**src/rtl/jtopl_opreg_q.sv**
```systemverilog
// Per-slot operator register file with a single-entry write queue that commits
// when the slot scan reaches the target slot. Optional macro: JTOPL_WAVSEL_EN.
module jtopl_opreg_q #(
  parameter int unsigned NSLOT = 18,
  parameter int unsigned SW    = 6
) (
  input  logic          clk,
  input  logic          rst,
  input  logic          cen,
  input  logic [7:0]    din,
  input  logic          wr,
  input  logic [2:0]    wr_field,
  input  logic [SW-1:0] wr_slot,
  output logic          busy,
  output logic          overrun,
  output logic [SW-1:0] slot_idx,
  output logic          zero,
`ifdef JTOPL_WAVSEL_EN
  output logic [33:0]   cfg
`else
  output logic [31:0]   cfg
`endif
);

  localparam logic [SW:0]   NSLOT_W = (SW+1)'(NSLOT);
  localparam logic [SW-1:0] LAST    = SW'(NSLOT - 1);

  typedef enum logic {
    IDLE,
    PEND
  } state_t;

  state_t        state, state_nx;
  logic [7:0]    q_din;
  logic [2:0]    q_field;
  logic [SW-1:0] q_slot;
  logic          field_ok;
  logic          slot_ok;
  logic          req;
  logic          commit;

  logic [31:0]   cfg_mem [NSLOT];
`ifdef JTOPL_WAVSEL_EN
  logic [1:0]    wav_mem [NSLOT];
`endif

  always_comb begin
`ifdef JTOPL_WAVSEL_EN
    field_ok = (wr_field <= 3'd4);
`else
    field_ok = (wr_field <= 3'd3);
`endif
    slot_ok = ({1'b0, wr_slot} < NSLOT_W);
    req     = wr & field_ok & slot_ok;
  end

  // Commit uses the registered queue state, so a write queued on the edge
  // where the scan sits on its target waits for the next visit.
  assign commit = cen & (state == PEND) & (slot_idx == q_slot);

  always_comb begin
    state_nx = state;
    case (state)
      IDLE:    if (req) state_nx = PEND;
      PEND:    if (commit) state_nx = IDLE;
      default: state_nx = IDLE;
    endcase
  end

  always_ff @(posedge clk) begin
    if (rst) state <= IDLE;
    else     state <= state_nx;
  end

  assign busy = (state == PEND);

  always_ff @(posedge clk) begin
    if (rst) begin
      q_din   <= '0;
      q_field <= '0;
      q_slot  <= '0;
    end else if (state == IDLE && req) begin
      q_din   <= din;
      q_field <= wr_field;
      q_slot  <= wr_slot;
    end
  end

  always_ff @(posedge clk) begin
    if (rst)                      overrun <= 1'b0;
    else if (state == PEND && req) overrun <= 1'b1;
  end

  always_ff @(posedge clk) begin
    if (rst)               slot_idx <= '0;
    else if (cen) begin
      if (slot_idx == LAST) slot_idx <= '0;
      else                  slot_idx <= slot_idx + SW'(1);
    end
  end

  assign zero = (slot_idx == '0);

  always_ff @(posedge clk) begin
    if (rst) begin
      for (int unsigned i = 0; i < NSLOT; i++) cfg_mem[i] <= '0;
    end else if (commit) begin
      case (q_field)
        3'd0:    cfg_mem[q_slot][31:24] <= q_din;
        3'd1:    cfg_mem[q_slot][23:16] <= q_din;
        3'd2:    cfg_mem[q_slot][15:8]  <= q_din;
        3'd3:    cfg_mem[q_slot][7:0]   <= q_din;
        default: ;
      endcase
    end
  end

`ifdef JTOPL_WAVSEL_EN
  always_ff @(posedge clk) begin
    if (rst) begin
      for (int unsigned i = 0; i < NSLOT; i++) wav_mem[i] <= '0;
    end else if (commit && q_field == 3'd4) begin
      wav_mem[q_slot] <= q_din[1:0];
    end
  end

  always_comb cfg = {wav_mem[slot_idx], cfg_mem[slot_idx]};
`else
  always_comb cfg = cfg_mem[slot_idx];
`endif

endmodule

```
**config.mk**
```make
export PLATFORM = sky130hd
export DESIGN_NAME = jtopl_opreg_q
export DESIGN_NICKNAME = d
export VERILOG_FILES = /design/src/rtl/jtopl_opreg_q.sv
export SDC_FILE = /design/constraint.sdc
export NUM_CORES = 1
export LEC_CHECK = 0
export ABC_AREA = 1
export BUFFER_PORTS_ARGS = -buffer_cell sky130_fd_sc_hd__buf_2
export CAP_MARGIN = 20
export CORE_ASPECT_RATIO = 1.1
export CORE_UTILIZATION = 45
export CTS_BUF_LIST = sky130_fd_sc_hd__clkbuf_2
export CTS_CLUSTER_DIAMETER = 80
export DETAILED_ROUTE_END_ITERATION = 10
export PLACE_DENSITY_LB_ADDON = 0.2
export SLEW_MARGIN = 0
export SYNTH_ARGS = -nofsm -noshare
export SYNTH_HDL_FRONTEND = slang
export SYNTH_SLANG_ARGS = --single-unit
```
**constraint.sdc**
```tcl
create_clock -name clk -period 7.6 [get_ports clk]
set_input_delay 0.38 -clock clk [delete_from_list [all_inputs] [get_ports clk]]
set_output_delay 0.38 -clock clk [all_outputs]
set_load 0.02 [all_outputs]
```
[Word level (Yosys, flattened, before mapping)]
Memory sizes are Yosys's and may differ from the RTL's. A register that Yosys moved wholly into a read port is not among the register bits.
Cells that the tools add are included.
Cells by class
  add/subtract/negate cells: 1
  magnitude comparators: 2
  eq/ne operators: 5
  multiplexer cells: 27
  bitwise gates (word level): 5
  reduce and logical (&&, ||, !) cells: 5
Operators by type and width (count)
  $mux W32: 1
  $reduce_or A32 Y1: 1
  $mux W1: 20
  $mux W5: 3
  $add A6 B1 Y6 const B: 1
  $eq A3 B2 Y1 const B: 2
  $eq A6 B5 Y1 const B: 1
  $eq A6 B6 Y1: 1
  $logic_not A6 Y1: 1
  $lt A6 B5 Y1 const B: 1
  $mux W6: 1
  $and A1 B1 Y1: 4
  $mux W4: 1
  $eq A3 B1 Y1 const B: 1
  $le A3 B2 Y1 const B: 1
  $logic_not A3 Y1: 1
  $logic_and A1 B1 Y1: 2
  $pmux W1 S2: 1
  $not A1 Y1: 1
Word-level totals
  flip-flop bits (word level): 25
  bits in writable memories: 576
  bits of input ports: 21
  output and inout port bits: 41
  word-level logic and storage cells: 52
  memories kept: 1
Memories
  cfg_mem: depth 18, bits a word 32, rd ports 1, clocked after Yosys merged registers in 1, write ports 18, RTL line 42  | logic [31:0] cfg_mem [NSLOT];

[Depth between registers and ports, before layout]
Gate-level depths: netlist (run 1).
  depth in word-level cells: 7
  gate-level depth with buffers: 13
  gate-level depth less buffers: 11

[Least setup slack after synthesis (run 1)]
OpenSTA, ideal clock, no wires.
  path type: reg-to-reg
  start: register slot_idx[1]
  end: memory cfg_mem[16][24], data pin
  setup time: 150 ps
  arrival: 3356 ps
  required time: 7450 ps
  path slack: 4094 ps
  stages on the path, launching flop included: 11
  path buffers: 2
  clock period less this slack: 3506 ps
  cells stage by stage: dfxtp_1 > inv_1 > a21oi_1 > nand3_1 > nor2_8 > nand2_2 > nor2_1 > inv_2 > buf_2 > buf_2 > nor2_1
RTL lines
  start, declared: RTL line 16  | output logic [SW-1:0] slot_idx,
  start signal, assigned: RTL line 98  | else slot_idx <= slot_idx + SW'(1);
  end, declared: RTL line 42

==> metrics.txt, run 1 <==
synthesized area per cell=11.9 um^2; outcome=finished, final reports clean; Post-synth ARST share=0%; final slew viol count=0; Warnings, synthesis=0; Yosys top cell by area=edfxtp_1; most used routing layer=met2; Final Cell Area=between 0.04 and 0.05 mm^2; Simple-Gate Fraction of Synth Area=around 15%; Num CTS Buffers=286; Pwr Total=between 10 and 15 mW; synth top area cells=edfxtp_1 67%, nor2_1 8.8%, o221ai_1 4.3%; Critical Path, Cell by Cell=buf_4 > buf_12 > o21ai_0 > o221ai_1 > nand3_1 > nand2_1 > nand2_1 > nand2_1 > buf_2; GRT Util Overall=24.6%; Critical Path RT=7.22 ns; RSZ-0062 raised after global routing=no; Worst Hold Slack=approximately 0.09 ns; Netlist Area Pre-Place=approximately 0.046 mm^2; cell family with most CP delay=buffers and inverters; Cells after Synth=3866; non-filler cells, final=5519; vias in the first global route=between 30000 and 40000; Clock Latency Late Sink=about 1.5 ns; antenna viol nets, final=0; # DRC=0; sequential fraction of the synthesis area=between 60% and 70%; Max VDD drop=0.134 mV; synthesized flop and latch total=1054; Tightest Pin Transition=1.13 ns; grt ovf=0; Core ar.=0.101 mm^2; Primary FF master, synth=edfxtp_1; # IOs=62; Min Clock Period, post-route=5.66 ns; Synth Area in XOR/XNOR=0.0572%; post-synthesis mux area share=0%; layout cells sized above 1=~16%; DP Worst Slack=3.29 ns; GPL Wtd Cong=0.829; # fillers=a little over 9000; Post-synth EDFFs=1024; final design utilization=49.5%; Worst-path clk slew=0.11 ns; vias per std cell=5.72; placed wire-length estimate=71.8 mm; critical path peak fanout=170; Leak=17.9 nW; Port Buffer Count=61; skew final=0.149 ns; pwr dens=223 mW/mm^2; clock sink count=1054; cell at the slowest stage of the critical path=buf_4; Adder-Cell Fraction of Synth Area=0.0817%; crit path DAT=about 5.3 ns; setup total negative slack=0 ns; drt total wl=approximately 130 mm; largest net degree at the start of global routing=211; initial antenna violation count=2; area of the die=just over 0.1 mm^2; clk buf depth=4; Synth Net Count=3890; largest family of logic cells by synthesized area=simple AND/OR/NAND/NOR gates; CP Launch Type=register; CP Buf/Inv Count=3; M3 GR Usage=4.39%; initial drt markers=3088; crit path capture type=primary output; Placed Area=0.0472 mm^2; Chip Height=337 um; first-pass GRT wire length=193 mm; Synth top area share=around 67%; count of final setup violators=0; Rows=122; hold-fix buffers at CTS=53; CTS H-tree lvls=5; sequential cell area=0.0314 mm^2; commonest non-fill, non-tap cells in the layout=1071 x nor2_1, 1024 x edfxtp_1, 403 x clkbuf_2; initial core utilization=between 40% and 50%; grt met2 use=between 40% and 50%; Compound-Gate Fraction of Synth Area=12.8%; post-CTS setup buffers=0; max incr delay on CP=~0.86 ns; Avg WL per Cell=22.9 um; Cells after DPL=5025; CTS resizes=0; Synth-to-Final Area Change=8.84%; fmax=0.177 GHz; Die X=307 um; CTS tree=done; GRT met1 Usage=33.1%; fin crit share=74.5%; Yosys cell types=40; final hold viol count=0; Setup CP Type=reg -> out; commonest non-fill, non-tap cell in the layout=nor2_1; worst hold-check path type=in -> reg; MaxCap Viol Count=0; headroom to the max-slew limit=24.4%; multi-input combinational cell area=between 0.01 and 0.015 mm^2; routed vias=31600; most used cell, CP=nand2_1; clock root cell=clkbuf_2; fin worst setup slack=between 1.5 and 2 ns; Layout Nets=4027; TritonRoute pass-1 iters=5
-- kinds of logic (layout without fill, tap and decap cells) --
group | Yosys count | in the layout
compound gates | 848 | 848
xor+xnor | 3 | 3
fa+ha+maj | 3 | 3
buf+inv | 358 | 644
flops | 1054 | 1054
other cells | 0 | 3
simple gates | 1600 | 1600
-- synthesized netlist by cell type (all sizes together), types with 2 or more instances --
cell	instances
inv	45
nor2	1112
xnor2	2
nand4	5
nor3	5
o211ai	32
nand3	212
nand2	264
o21ai	278
o21bai	256
dfxtp	30
clkbuf	239
ha	3
o221ai	224
a21oi	21
edfxtp	1024
buf	73
a211oi	2
o21a	32
-- flip-flops by register name, indices dropped and copies added, names as in the netlist, named ones only --
signal,count
overrun,1
q_slot,6
q_din,8
busy,1
q_field,3
cfg_mem,1024
slot_idx,6
-- layout make-up --
cell class                 instances  area share (%)
antenna                            3          0.0150
clock buffer                     403            4.04
clock inverter                    34           0.423
inverter                          46           0.396
multi-input combinational       2454            26.4
sequential                      1054            62.8
tap                             1364            3.41
timing repair buffer             161            2.57
-- worst min-delay path, delay by kind of cell --
family                 cells  cell delay (ns)
AOI/OAI and AO/OA          1             0.12
buffers and inverters      2             0.65
and+or+nand+nor            2             0.41
-- where the power goes --
| group | internal, mW | switching, mW |
|---|---|---|
| logic | 0.287 | 0.642 |
| registers | 6.42 | 0.0493 |
| clock network | 1.49 | 2.26 |
| total | 8.19 | 2.95 |
-- routing by layer --
| layer | up-vias | wire length [um] |
|---|---|---|
| li1 | 14400 | - |
| met3 | 222 | 9080 |
| met5 | - | 0 |
| met1 | 15600 | 52800 |
| met2 | 1311 | 61200 |
| met4 | 0 | 3450 |
-- path summary, 6_finish.rpt --
| check | startpoint | endpoint | slack [ns] | cells past startpoint |
|---|---|---|---|---|
| worst max-delay path | register | cfg[21] | 1.94 | 9 |
| worst min-delay path | wr_field[2] | q_field[0] | 0.09 | 5 |
| worst max register to register | q_slot[2] | cfg_mem[14][19] | 3.61 | 12 |
| worst min register to register | q_field[2] | q_field[2] | 0.50 | 2 |
Note: power is estimated with default switching activity, not from simulation.
==> run 2: changes to the inputs <==
==> constraint.sdc (replaced) <==
create_clock -name clk -period 5.3 [get_ports clk]
set_input_delay 0.265 -clock clk [delete_from_list [all_inputs] [get_ports clk]]
set_output_delay 0.265 -clock clk [all_outputs]
set_load 0.02 [all_outputs]
==> run 2 against run 1 <==
Against the previous run:
- final area increased by 0.61%
- global-route usage up 0.48 points
- cell count increased by 0.85%
==> metrics.txt, run 2 (synthesis results as in run 1) <==
Port Buffer Count=61 (unchanged); fmax=~0.21 GHz; layout cells sized above 1=16.1% (+0.23 points); internal power=11.7 mW (+43%); CP endpoint=cfg[23]; Gate power share=8.4% (about the same); Core ar.=0.101 mm^2 (unchanged); Placed Area=0.0474 mm^2 (+0.33%); clk buf depth=4 (unchanged); Num CTS Buffers=284 (-0.70%); Clock Latency Late Sink=1.48 ns (-0.02 ns); MaxCap Viol Count=0 (unchanged); most used routing layer=met2; clock sink count=1054 (unchanged); crit path DAT=4.46 ns (-0.82 ns); headroom to the max-slew limit=21.4% (-2.9 points); Leak=18.0 nW (+0.81%); hold-fix buffers at CTS=58 (+9.4%); Synth-to-Final Area Change=9.50%; Max VDD drop=0.154 mV (+14%); Min Clock Period, post-route=4.73 ns; clock root cell=clkbuf_2; sequential share of power=57.7% (-0.4 points); Worst-path clk slew=0.11 ns (about the same); pwr dens=320 mW/mm^2 (+44%); GPL Wtd Cong=0.858 (+3.5%); Pwr Total=16.1 mW (+44%); Final Cell Area=0.0503 mm^2 (+0.61%); GRT met1 Usage=33.1% (+0.080 points); placed wire-length estimate=76.0 mm (+5.9%); switching pwr=4.35 mW (+47%); # fillers=9035 (-1.0%); CP Launch Type=register; grt met2 use=41.2% (+1.1 points); number of flip-flops in the largest register=1024 (unchanged); Clock power frac=33.9% (+0.3 points); CTS resizes=0 (unchanged); Setup CP Type=reg -> out; grt ovf=0 (unchanged); Sw Share=27.0% (+0.53 points); initial drt markers=3438 (+11%); biggest regs=cfg_mem: 1024 flops, q_din: 8 flops; area of the die=0.103 mm^2 (unchanged); final slew viol count=0 (unchanged); crit path capture type=primary output; initial antenna violation count=3 (+1); vias in the first global route=31400 (+0.24%); Worst R2R Start=q_slot[2]; Tightest Pin Transition=1.18 ns (+0.0442 ns); Chip Height=337 um (unchanged); r2r worst-path depth=10 (-2); Die X=307 um (unchanged); first-pass GRT wire length=194 mm (+0.63%); post-CTS setup buffers=0 (unchanged); TritonRoute pass-1 iters=5 (unchanged); Layout Nets=4046 (+0.47%); commonest non-fill, non-tap cell in the layout=nor2_1; antenna viol nets, final=0 (unchanged); Critical Path RT=5.04 ns (-2.18 ns); worst hold-check path type=in -> reg; CTS tree=done; final hold viol count=0 (unchanged); # DRC=0 (unchanged); initial core utilization=45.5% (unchanged); Critical R2R Capture=cfg_mem[26][6]; commonest non-fill, non-tap cells in the layout=1071 x nor2_1, 1024 x edfxtp_1, 390 x clkbuf_2; count of final setup violators=0 (unchanged); reg-to-reg setup timing slack=1.63 ns (-1.98 ns); Avg WL per Cell=23.3 um (+1.8%); CTS H-tree lvls=5 (unchanged); skew final=0.130 ns (-0.0190 ns); RSZ-0062 raised after global routing=no; routed vias=31700 (+0.50%); critical path peak fanout=110 (-35%); Rows=122 (unchanged); outcome=finished, final reports clean; GRT Util Overall=25.1% (+0.48 points); M3 GR Usage=4.54% (+0.16 points); Top reg by flops=cfg_mem; vias per std cell=5.70 (-0.35%); drt total wl=130 mm (+2.7%); setup total negative slack=0 ns (unchanged); largest net degree at the start of global routing=195 (-7.6%); fin crit share=89.2%; # IOs=62 (unchanged)
run 2: changes by cell type in the layout (fill, tap and decap cells not counted):
cell | before | now
inv_2 | 7 | 13
buf_12 | 7 | 11
clkinv_1 | 27 | 52
clkinv_2 | 8 | 16
buf_8 | 1 | 0
dlygate4sd3_1 | 53 | 58
clkbuf_2 | 403 | 390
buf_4 | 39 | 52
run 2: worst min path at each step:
stage,start,to,slack [ns],cells after the start
global route,wr_slot[5],overrun,0.14,6
floorplan,rst,busy,0.33,1
detailed placement,overrun,overrun,0.45,2
CTS,wr_slot[4],overrun,0.008,6
finish,wr_slot[2],overrun,0.21,6
global placement,overrun,overrun,0.46,2
run 2: power by group through the flow:
stage	Clock [mW]	Sequential (mW)	Combinational, mW
global route	5.97	9.30	1.47
global placement	0	9.47	1.31
CTS	5.58	9.29	1.35
floorplan	0	9.43	0.910
detailed placement	0	9.47	1.31
finish	5.45	9.29	1.36
run 2: per-stage QoR:
step                      util [%]  hold WS (ns)  worst slack, ns  instances
after floorplan                  -         0.334             1.79       3866
after global placement        46.9         0.456             1.82       5041
after detailed placement      46.9         0.446             1.77       5041
after CTS                     49.8       0.00822            0.448       5562
after global routing          49.8         0.138            0.352       5566
final                         49.8         0.210            0.573       5566
run 2: metal layers:
metal | up-vias | part of all wire (%)
met5 | - | 0
met4 | 0 | 3.1
met3 | 236 | 7.4
met2 | 1381 | 48
met1 | 15600 | 41
li1 | 14500 | -
run 2: layout make-up:
cell class / instances / area (um^2) / area share [%]
well taps: 1364 / 1710 / 3.39
inverters: 46 / 198 / 0.393
clock inverters: 73 / 368 / 0.732
diodes: 3 / 7.51 / 0.0149
clock buffers: 390 / 1950 / 3.88
repair buffers: 182 / 1500 / 2.98
multi-input cells: 2454 / 13200 / 26.2
flip-flops and latches: 1054 / 31400 / 62.4
run 2: critical path: stages, from the launching register on:
cell and delay, ns:
dfxtp_4 1.06, buf_12 0.39, o21a_1 0.19, o21ai_0 0.15, o211ai_1 0.14, nand3_1 0.18, nand2_1 0.13, nand2_1 0.17
nand2_1 0.21, buf_2 0.18
